File: src/rtl/regfile_dump_pkg.sv
// rtl/regfile_dump_pkg.sv - shared constants and state encoding for the regfile dump engine
//   Holds the DATA_W/ADDR_W defaults shared with the regfile, the register
//   count and the dump FSM state encoding.
package regfile_dump_pkg;

  localparam int DATA_W_DEF = 32;
  localparam int ADDR_W_DEF = 5;
  localparam int REG_COUNT  = 32;

  typedef enum logic [1:0] {
    ST_IDLE  = 2'd0,
    ST_FETCH = 2'd1,
    ST_SEND  = 2'd2,
    ST_DONE  = 2'd3
  } state_t;

endpackage

File: src/rtl/regfile_dump.sv
// rtl/regfile_dump.sv - read-side engine that streams a register range out of the regfile
//   Clk/Clr         : clock, synchronous active-high reset
//   Start/Abort     : begin a dump (IDLE only) / terminate a dump in progress
//   First/Last      : inclusive index range, captured on an accepted Start
//   Ra/Qa           : regfile read address and its combinational read data
//   Valid/Ready     : word handshake carrying Dout and its register index Idx
//   Busy/Done/Sum   : FETCH or SEND active / one-cycle completion pulse / additive checksum
module regfile_dump
  import regfile_dump_pkg::*;
#(
  parameter int DATA_W = DATA_W_DEF,
  parameter int ADDR_W = ADDR_W_DEF
) (
  input  logic              Clk,
  input  logic              Clr,
  input  logic              Start,
  input  logic              Abort,
  input  logic [ADDR_W-1:0] First,
  input  logic [ADDR_W-1:0] Last,
  output logic [ADDR_W-1:0] Ra,
  input  logic [DATA_W-1:0] Qa,
  output logic              Valid,
  input  logic              Ready,
  output logic [DATA_W-1:0] Dout,
  output logic [ADDR_W-1:0] Idx,
  output logic              Busy,
  output logic              Done,
  output logic [DATA_W-1:0] Sum
);

  state_t state_q, state_d;

  logic [ADDR_W-1:0] cur_q;
  logic [ADDR_W-1:0] last_q;
  logic [ADDR_W-1:0] ra_q;
  logic [ADDR_W-1:0] idx_q;
  logic [DATA_W-1:0] dout_q;
  logic [DATA_W-1:0] sum_q;

  // A beat only counts when the sink takes it and no abort overrides it.
  logic beat_accept;
  assign beat_accept = (state_q == ST_SEND) && Ready && !Abort;

  always_ff @(posedge Clk) begin
    if (Clr) begin
      state_q <= ST_IDLE;
    end else begin
      state_q <= state_d;
    end
  end

  always_comb begin
    state_d = state_q;
    case (state_q)
      ST_IDLE:  if (Start) state_d = ST_FETCH;
      ST_FETCH: state_d = Abort ? ST_IDLE : ST_SEND;
      ST_SEND: begin
        if (Abort) begin
          state_d = ST_IDLE;
        end else if (Ready) begin
          state_d = (cur_q == last_q) ? ST_DONE : ST_FETCH;
        end
      end
      ST_DONE:  state_d = ST_IDLE;
      default:  state_d = ST_IDLE;
    endcase
  end

  always_comb begin
    Valid = 1'b0;
    Busy  = 1'b0;
    Done  = 1'b0;
    case (state_q)
      ST_FETCH: Busy = 1'b1;
      ST_SEND: begin
        Busy  = 1'b1;
        Valid = 1'b1;
      end
      ST_DONE:  Done = 1'b1;
      default: ;
    endcase
  end

  // Ra is registered and loaded with the index about to be fetched, so it
  // equals cur during FETCH and simply holds its last value elsewhere.
  always_ff @(posedge Clk) begin
    if (Clr) begin
      cur_q  <= '0;
      last_q <= '0;
      ra_q   <= '0;
      idx_q  <= '0;
      dout_q <= '0;
      sum_q  <= '0;
    end else begin
      case (state_q)
        ST_IDLE: begin
          if (Start) begin
            cur_q  <= First;
            last_q <= Last;
            ra_q   <= First;
            sum_q  <= '0;
          end
        end
        ST_FETCH: begin
          // Snapshot: later regfile writes cannot disturb the pending word.
          if (!Abort) begin
            dout_q <= Qa;
            idx_q  <= cur_q;
          end
        end
        ST_SEND: begin
          if (beat_accept) begin
            sum_q <= sum_q + dout_q;
            if (cur_q != last_q) begin
              // Index wraps modulo 2^ADDR_W so First>Last runs through 0.
              cur_q <= cur_q + 1'b1;
              ra_q  <= cur_q + 1'b1;
            end
          end
        end
        default: ;
      endcase
    end
  end

  assign Ra   = ra_q;
  assign Dout = dout_q;
  assign Idx  = idx_q;
  assign Sum  = sum_q;

endmodule

File: config.mk
export PLATFORM = sky130hd
export DESIGN_NAME = regfile_dump
export DESIGN_NICKNAME = d
export VERILOG_FILES = /design/src/rtl/regfile_dump_pkg.sv /design/src/rtl/regfile_dump.sv
export SDC_FILE = /design/constraint.sdc
export NUM_CORES = 1
export LEC_CHECK = 0
export ABC_AREA = 0
export CAP_MARGIN = 15
export CORE_UTILIZATION = 49
export CTS_BUF_LIST = sky130_fd_sc_hd__clkbuf_16
export CTS_CLUSTER_DIAMETER = 80
export DETAILED_ROUTE_END_ITERATION = 12
export PLACE_DENSITY = 0.91
export SLEW_MARGIN = 20
export SYNTH_ARGS = -nofsm -noshare
export SYNTH_HDL_FRONTEND = slang
export SYNTH_SLANG_ARGS = --single-unit
File: constraint.sdc
create_clock -name Clk -period 7.3 [get_ports Clk]
set_clock_uncertainty 0.1 [all_clocks]
set_input_delay 1.825 -clock Clk [delete_from_list [all_inputs] [get_ports Clk]]
set_output_delay 1.825 -clock Clk [all_outputs]
set_load 0.05 [all_outputs]
==> flow_summary.yaml <==
finish:
  synthToLayoutAreaGrowth_pct: 31.8
  fin_nets: 809
  final_common_cell: "nand2_1"
  layout-drive-gt1-share_pct: 4.52
  final_cell_mix: "nand2_1 (125), clkdlybuf4s50_1 (122), dfxtp_1 (81)"
  final_cell_area_um2: 6360
  antenna_cells: 0
clock_tree:
  cts_tree: "built"
  numCtsBuffers: 9
  holdBufCountCts: 0
  clk_latency_ns: 0.34
  clk_pin_slew_ns: 0.06
  cts_buffer_depth: 2
  cts.sinks: 81
  post_cts_buffers: 0
  cts_root_buffer: "clkbuf_16"
  htreeDepth: 3
  ctsResizeCount: 0
global_routing:
  grt_pass1_vias: 4836
  gr-total-overflow: 0
  grt_pass1_wl_um: 22000
  grt_antenna_before_repair: 0
  grt_max_degree: 71
  grt_usage_pct: 26.9
floorplan:
  die_area_um2: 10200
  die_x_um: 101
  start_util_pct: 51.5
  core-area_um2: 9370
  ioPinCount: 124
  rows: 35
  dieHeight_um: 101
synth:
  synth_async_sr_flop_share_pct: 0
  synth-edff-count: 0
  yosysWarnings: 0
  synth_seq_cells: 81
  synth_flop_cell: "dfxtp_1"
  synth_cells: 623
  ys_seq_area_share_pct: 33.6
  avgSynthCellArea_um2: 7.74
  syn_area_um2: 4820
  syn_nets: 707
  synth_cell_types: 62
sta:
  maxSlewHeadroom_pct: 33.7
  fin_setup_tns_ns: 0
  hold_viol_final: 0
  rsz0062_at_grt: "false"
  fin_crit_sh_pct: 56.9
  worst_slew_pin_slew_ns: 0.990
  maxSlewViolCount: 0
  max_clock_freq_mhz: 241
  fin_crit_ns: 4.16
  setup_viol: 0
setup_path:
  cpLargestDelayFamily: "simple AND/OR/NAND/NOR gates"
  regToRegStartpoint: "Dout[0]$_SDFFE_PP0P_"
  crit_required_ns: 7.47
  worstSetupPathType: "input port to register"
  crit_chain: "clkdlybuf4s50_1, nand2b_1, o21ai_0, a21o_1, or3_1, nor3b_1, nand3_1, nand3b_1"
  cp-start-kind: "input port"
  cpPeakStageDelay_ns: 0.67
  arrival_ns: 4.33
  cpMaxStageDelayCell: "or3_1"
  reg2regPathDepth: 11
  r2r_end: "Sum[28]$_SDFFE_PP0P_"
  ff2ff_setup_slack_ns: 4.24
  cp_num_buf_inv: 1
  worst_setup_path_end_kind: "register"
  worstPathMaxFanout: 22
job:
  maxCapViolCount: 0
hold_path:
  min-delay-start: "Idx[0]$_SDFFE_PP0P_"
  hold_depth: 2
  min_to: "Idx[0]$_SDFFE_PP0P_"
  hp-class: "register to register"
power:
  ir_worst_vdd_mv: 0.102
  pwr_density_cell_nw_per_um2: 176
  p_total_uw: 1120
  p_leak_uw: 0.00250
placed_design:
  numPortBuffers: 123
  placed_area_um2: 6080
  routabilityCongestion: 0.860
  place_hpwl_um: 9890
routing:
  wl_um: 13800
  vias: 5043
  drt_iter0_markers: 226
  wl_per_cell_um: 16.0
  ant_nets: 0
  drc: 0
  dr.pass1.iters: 5
  viasPerCell: 5.87
outcome:
  status: "finished clean"
[final cells by class]
type	count	area, um^2
Inverter	17	63.8
Tap cell	129	161
Clock inverter	7	53.8
Fill cell	788	3020
Clock buffer	9	225
Sequential cell	81	1620
Multi-Input combinational cell	490	2980
Timing Repair Buffer	126	1250
[worst max path at each step]
stage | startpoint | end | slack, ns | cells after the start
floorplan | Start | Sum[31]$_SDFFE_PP0P_ | 4.07 | 8
global placement | Start | Sum[31]$_SDFFE_PP0P_ | 2.93 | 8
detailed placement | Start | Sum[31]$_SDFFE_PP0P_ | 2.83 | 8
CTS | state_q[0]$_SDFFE_PP0P_ | Valid | 3.15 | 3
global route | Start | Sum[30]$_SDFFE_PP0P_ | 2.89 | 7
finish | Start | Sum[27]$_SDFFE_PP0P_ | 3.14 | 8
[per-stage QoR]
step | std cells | utilization (%) | hold slack [ns] | worst slack (ns)
6_report | 859 | 67.8 | 0.362 | 3.14
5_1_grt | 859 | 67.8 | 0.384 | 2.89
4_1_cts | 859 | 67.8 | 0.365 | 3.15
3_5_place_dp | 843 | 64.8 | 0.356 | 2.83
3_3_place_gp | 843 | 64.8 | 0.343 | 2.93
2_1_floorplan | 623 | - | 0.348 | 4.07
[registers in the layout, indices dropped and copies added, names as in the netlist]
register  cells
Dout         32
Idx           5
Sum          32
Ra            5
state_q       2
last_q        5
[power breakdown]
| part | switching [uW] | internal (uW) |
|---|---|---|
| logic | 134 | 79.8 |
| registers | 18.1 | 458 |
| clock network | 196 | 233 |
[worst register-to-register path: stages, from the launching register on]
cell and delay (ns):
dfxtp_1 0.41, ha_1 0.21, inv_1 0.06, fa_1 0.38, nand2b_1 0.20, a21oi_1 0.30
a221oi_1 0.22, a211oi_1 0.41, o21ai_0 0.20, a21oi_1 0.21, xnor2_1 0.15, o21ai_0 0.09
[cell families after synthesis]
logic type               Yosys count  share of synthesized area [%]
AND/OR/NAND/NOR                  231                           21.2
AO/OA/AOI/OAI                    185                           23.9
flip-flops                        81                           33.6
buffers and inverters             52                           4.62
adder cells (fa/ha/maj)           37                           9.75
XOR/XNOR                          30                           5.45
multiplexers                       7                           1.45
[cells in the mapped netlist, types with 2 or more instances]
master / number / area share, %
nand2_1: 125 / 9.7
dfxtp_1: 81 / 34
a21oi_1: 80 / 8.3
nor2_1: 37 / 2.9
ha_1: 36 / 9.3
o21ai_0: 26 / 2.7
clkbuf_1: 24 / 1.9
a22oi_1: 19 / 3.0
nand3_1: 19 / 2.0
inv_1: 17 / 1.3
xnor2_1: 16 / 2.9
xor2_1: 14 / 2.5
a21o_1: 13 / 2.0
nand2b_1: 11 / 1.4
nand4_1: 10 / 1.3
a211oi_1: 8 / 1.2
nor3_1: 8 / 0.83
mux2i_1: 7 / 1.5
o21bai_1: 6 / 0.93
buf_1: 4 / 0.31
o211ai_1: 4 / 0.62
nor3b_1: 3 / 0.47
o21a_1: 3 / 0.47
o31ai_1: 3 / 0.47
or3_1: 3 / 0.39
and2_1: 2 / 0.26
clkbuf_2: 2 / 0.21
nand3b_1: 2 / 0.31
nor2b_1: 2 / 0.26
o21ai_1: 2 / 0.21
o22ai_1: 2 / 0.26
o2bb2ai_1: 2 / 0.36
o31a_1: 2 / 0.36
or2_2: 2 / 0.26
[per-layer routing]
layer | track usage, % | routed length, um | up-vias
li1 | - | - | 2395
met1 | 31.3 | 5660 | 2427
met2 | 48.1 | 6950 | 196
met3 | 4.62 | 868 | 25
met4 | 12.2 | 276 | 0
met5 | 0 | 0 | -
(Power assumes the default switching activity.)
==> edit: new RTL, config.mk and constraints unchanged <==
Encoding of `state_t`: now Gray code (2 bits for 4 states).
--- a/src/rtl/regfile_dump_pkg.sv
+++ b/src/rtl/regfile_dump_pkg.sv
@@ -10,6 +10,6 @@
   typedef enum logic [1:0] {
-    ST_IDLE  = 2'd0,
-    ST_FETCH = 2'd1,
-    ST_SEND  = 2'd2,
-    ST_DONE  = 2'd3
+    ST_IDLE  = 2'b00,
+    ST_FETCH = 2'b01,
+    ST_SEND  = 2'b11,
+    ST_DONE  = 2'b10
   } state_t;
Formal check against the unedited RTL: same outputs for any inputs over 4 cycles, from zero or initial values; so few cycles prove little.
==> edit against the original RTL <==
Power down 1.0%. Area after synthesis down 1.6%. Sequential cell count unchanged. Utilization up 0.29 points. Via count down 3.4%. Setup slack worse by 0.036 ns. Routed wire length down 3.4%. Design area about the same.
==> edit: results (changes against the original RTL) <==
[place]
gp_congestion = 0.901  ; +4.8%
dpl_cell_area_sq_mm = 0.00604  ; -0.62%
dp.cells = 835  ; -0.95%
place_ws_ns = 2.84  ; +0.0132 ns
hpwl_um = 9730  ; -1.6%

[yosys]
synth.distinct_cells = 55  ; -11%
synthTopCellsByCount = nand2_1, dfxtp_1, a21oi_1
yosysSeqAreaShare_pct = 34.2  ; +0.54 points
syn_inst = 612  ; -1.8%
synthMuxAreaShare_pct = 0.633  ; -0.82 points
synth-adder-area-share_pct = 8.86  ; -0.90 points
synth-compound-area-share_pct = 26.1  ; +2.2 points

[final_layout]
buffer_area_share_pct = 19.8  ; +0.13 points
stdcell_area_sq_mm = 0.00635  ; about the same
final-clk-cell-share_pct = 4.90  ; +0.51 points
fillerInstances = 769  ; -2.4%
signal_buffers = 127  ; +0.79%
instances_no_fill = 851  ; -0.93%

[floorplan]
core-area_sq_mm = 0.00933  ; -0.47%

[critical_path]
critPathMaxFanout = 16  ; -27%
critPathMaxStageDelay_ns = 0.84  ; +0.17 ns

[pwr]
pg_comb_mw = 0.164  ; -23%
peakVddDrop_v = 0.000190  ; +87%
p_sw_share_pct = 26.3  ; -4.8 points
leakage_nw = 2.51  ; +0.58%

[drt]
wl_per_cell_um = 15.6  ; -2.5%
drt_iter0_markers = 231  ; +2.2%
vias = 4870  ; -3.4%

[global_route]
grt_max_degree = 69  ; -2.8%

[status]
status = finished, final reports clean

==> edit: cell types whose count changed in the layout (fill, tap and decap cells not counted), moves of 5 or more <==
cell | before | now
a211oi_1 | 8 | 3
inv_1 | 17 | 10
nand2_1 | 125 | 119
nor2b_1 | 1 | 9
==> edit: metal layers <==
| metal | vias up | share of wire [%] | global-route usage (%) |
|---|---|---|---|
| met5 | - | 0 | 0 |
| met4 | 0 | 1.5 | 7.47 |
| met3 | 27 | 7.0 | 6.55 |
| met2 | 196 | 50 | 48.1 |
| met1 | 2267 | 42 | 32.4 |
| li1 | 2380 | - | - |
==> edit: final timing paths <==
path | from | end | slack, ns | depth (start not counted)
worst min register to register | Idx[3] | Idx[3] | 0.36 | 2
worst max-delay path | state_q[1] | Valid | 3.11 | 3
worst min-delay path | Idx[3] | Idx[3] | 0.36 | 2
worst max register to register | Sum[0] | Sum[26] | 4.25 | 11
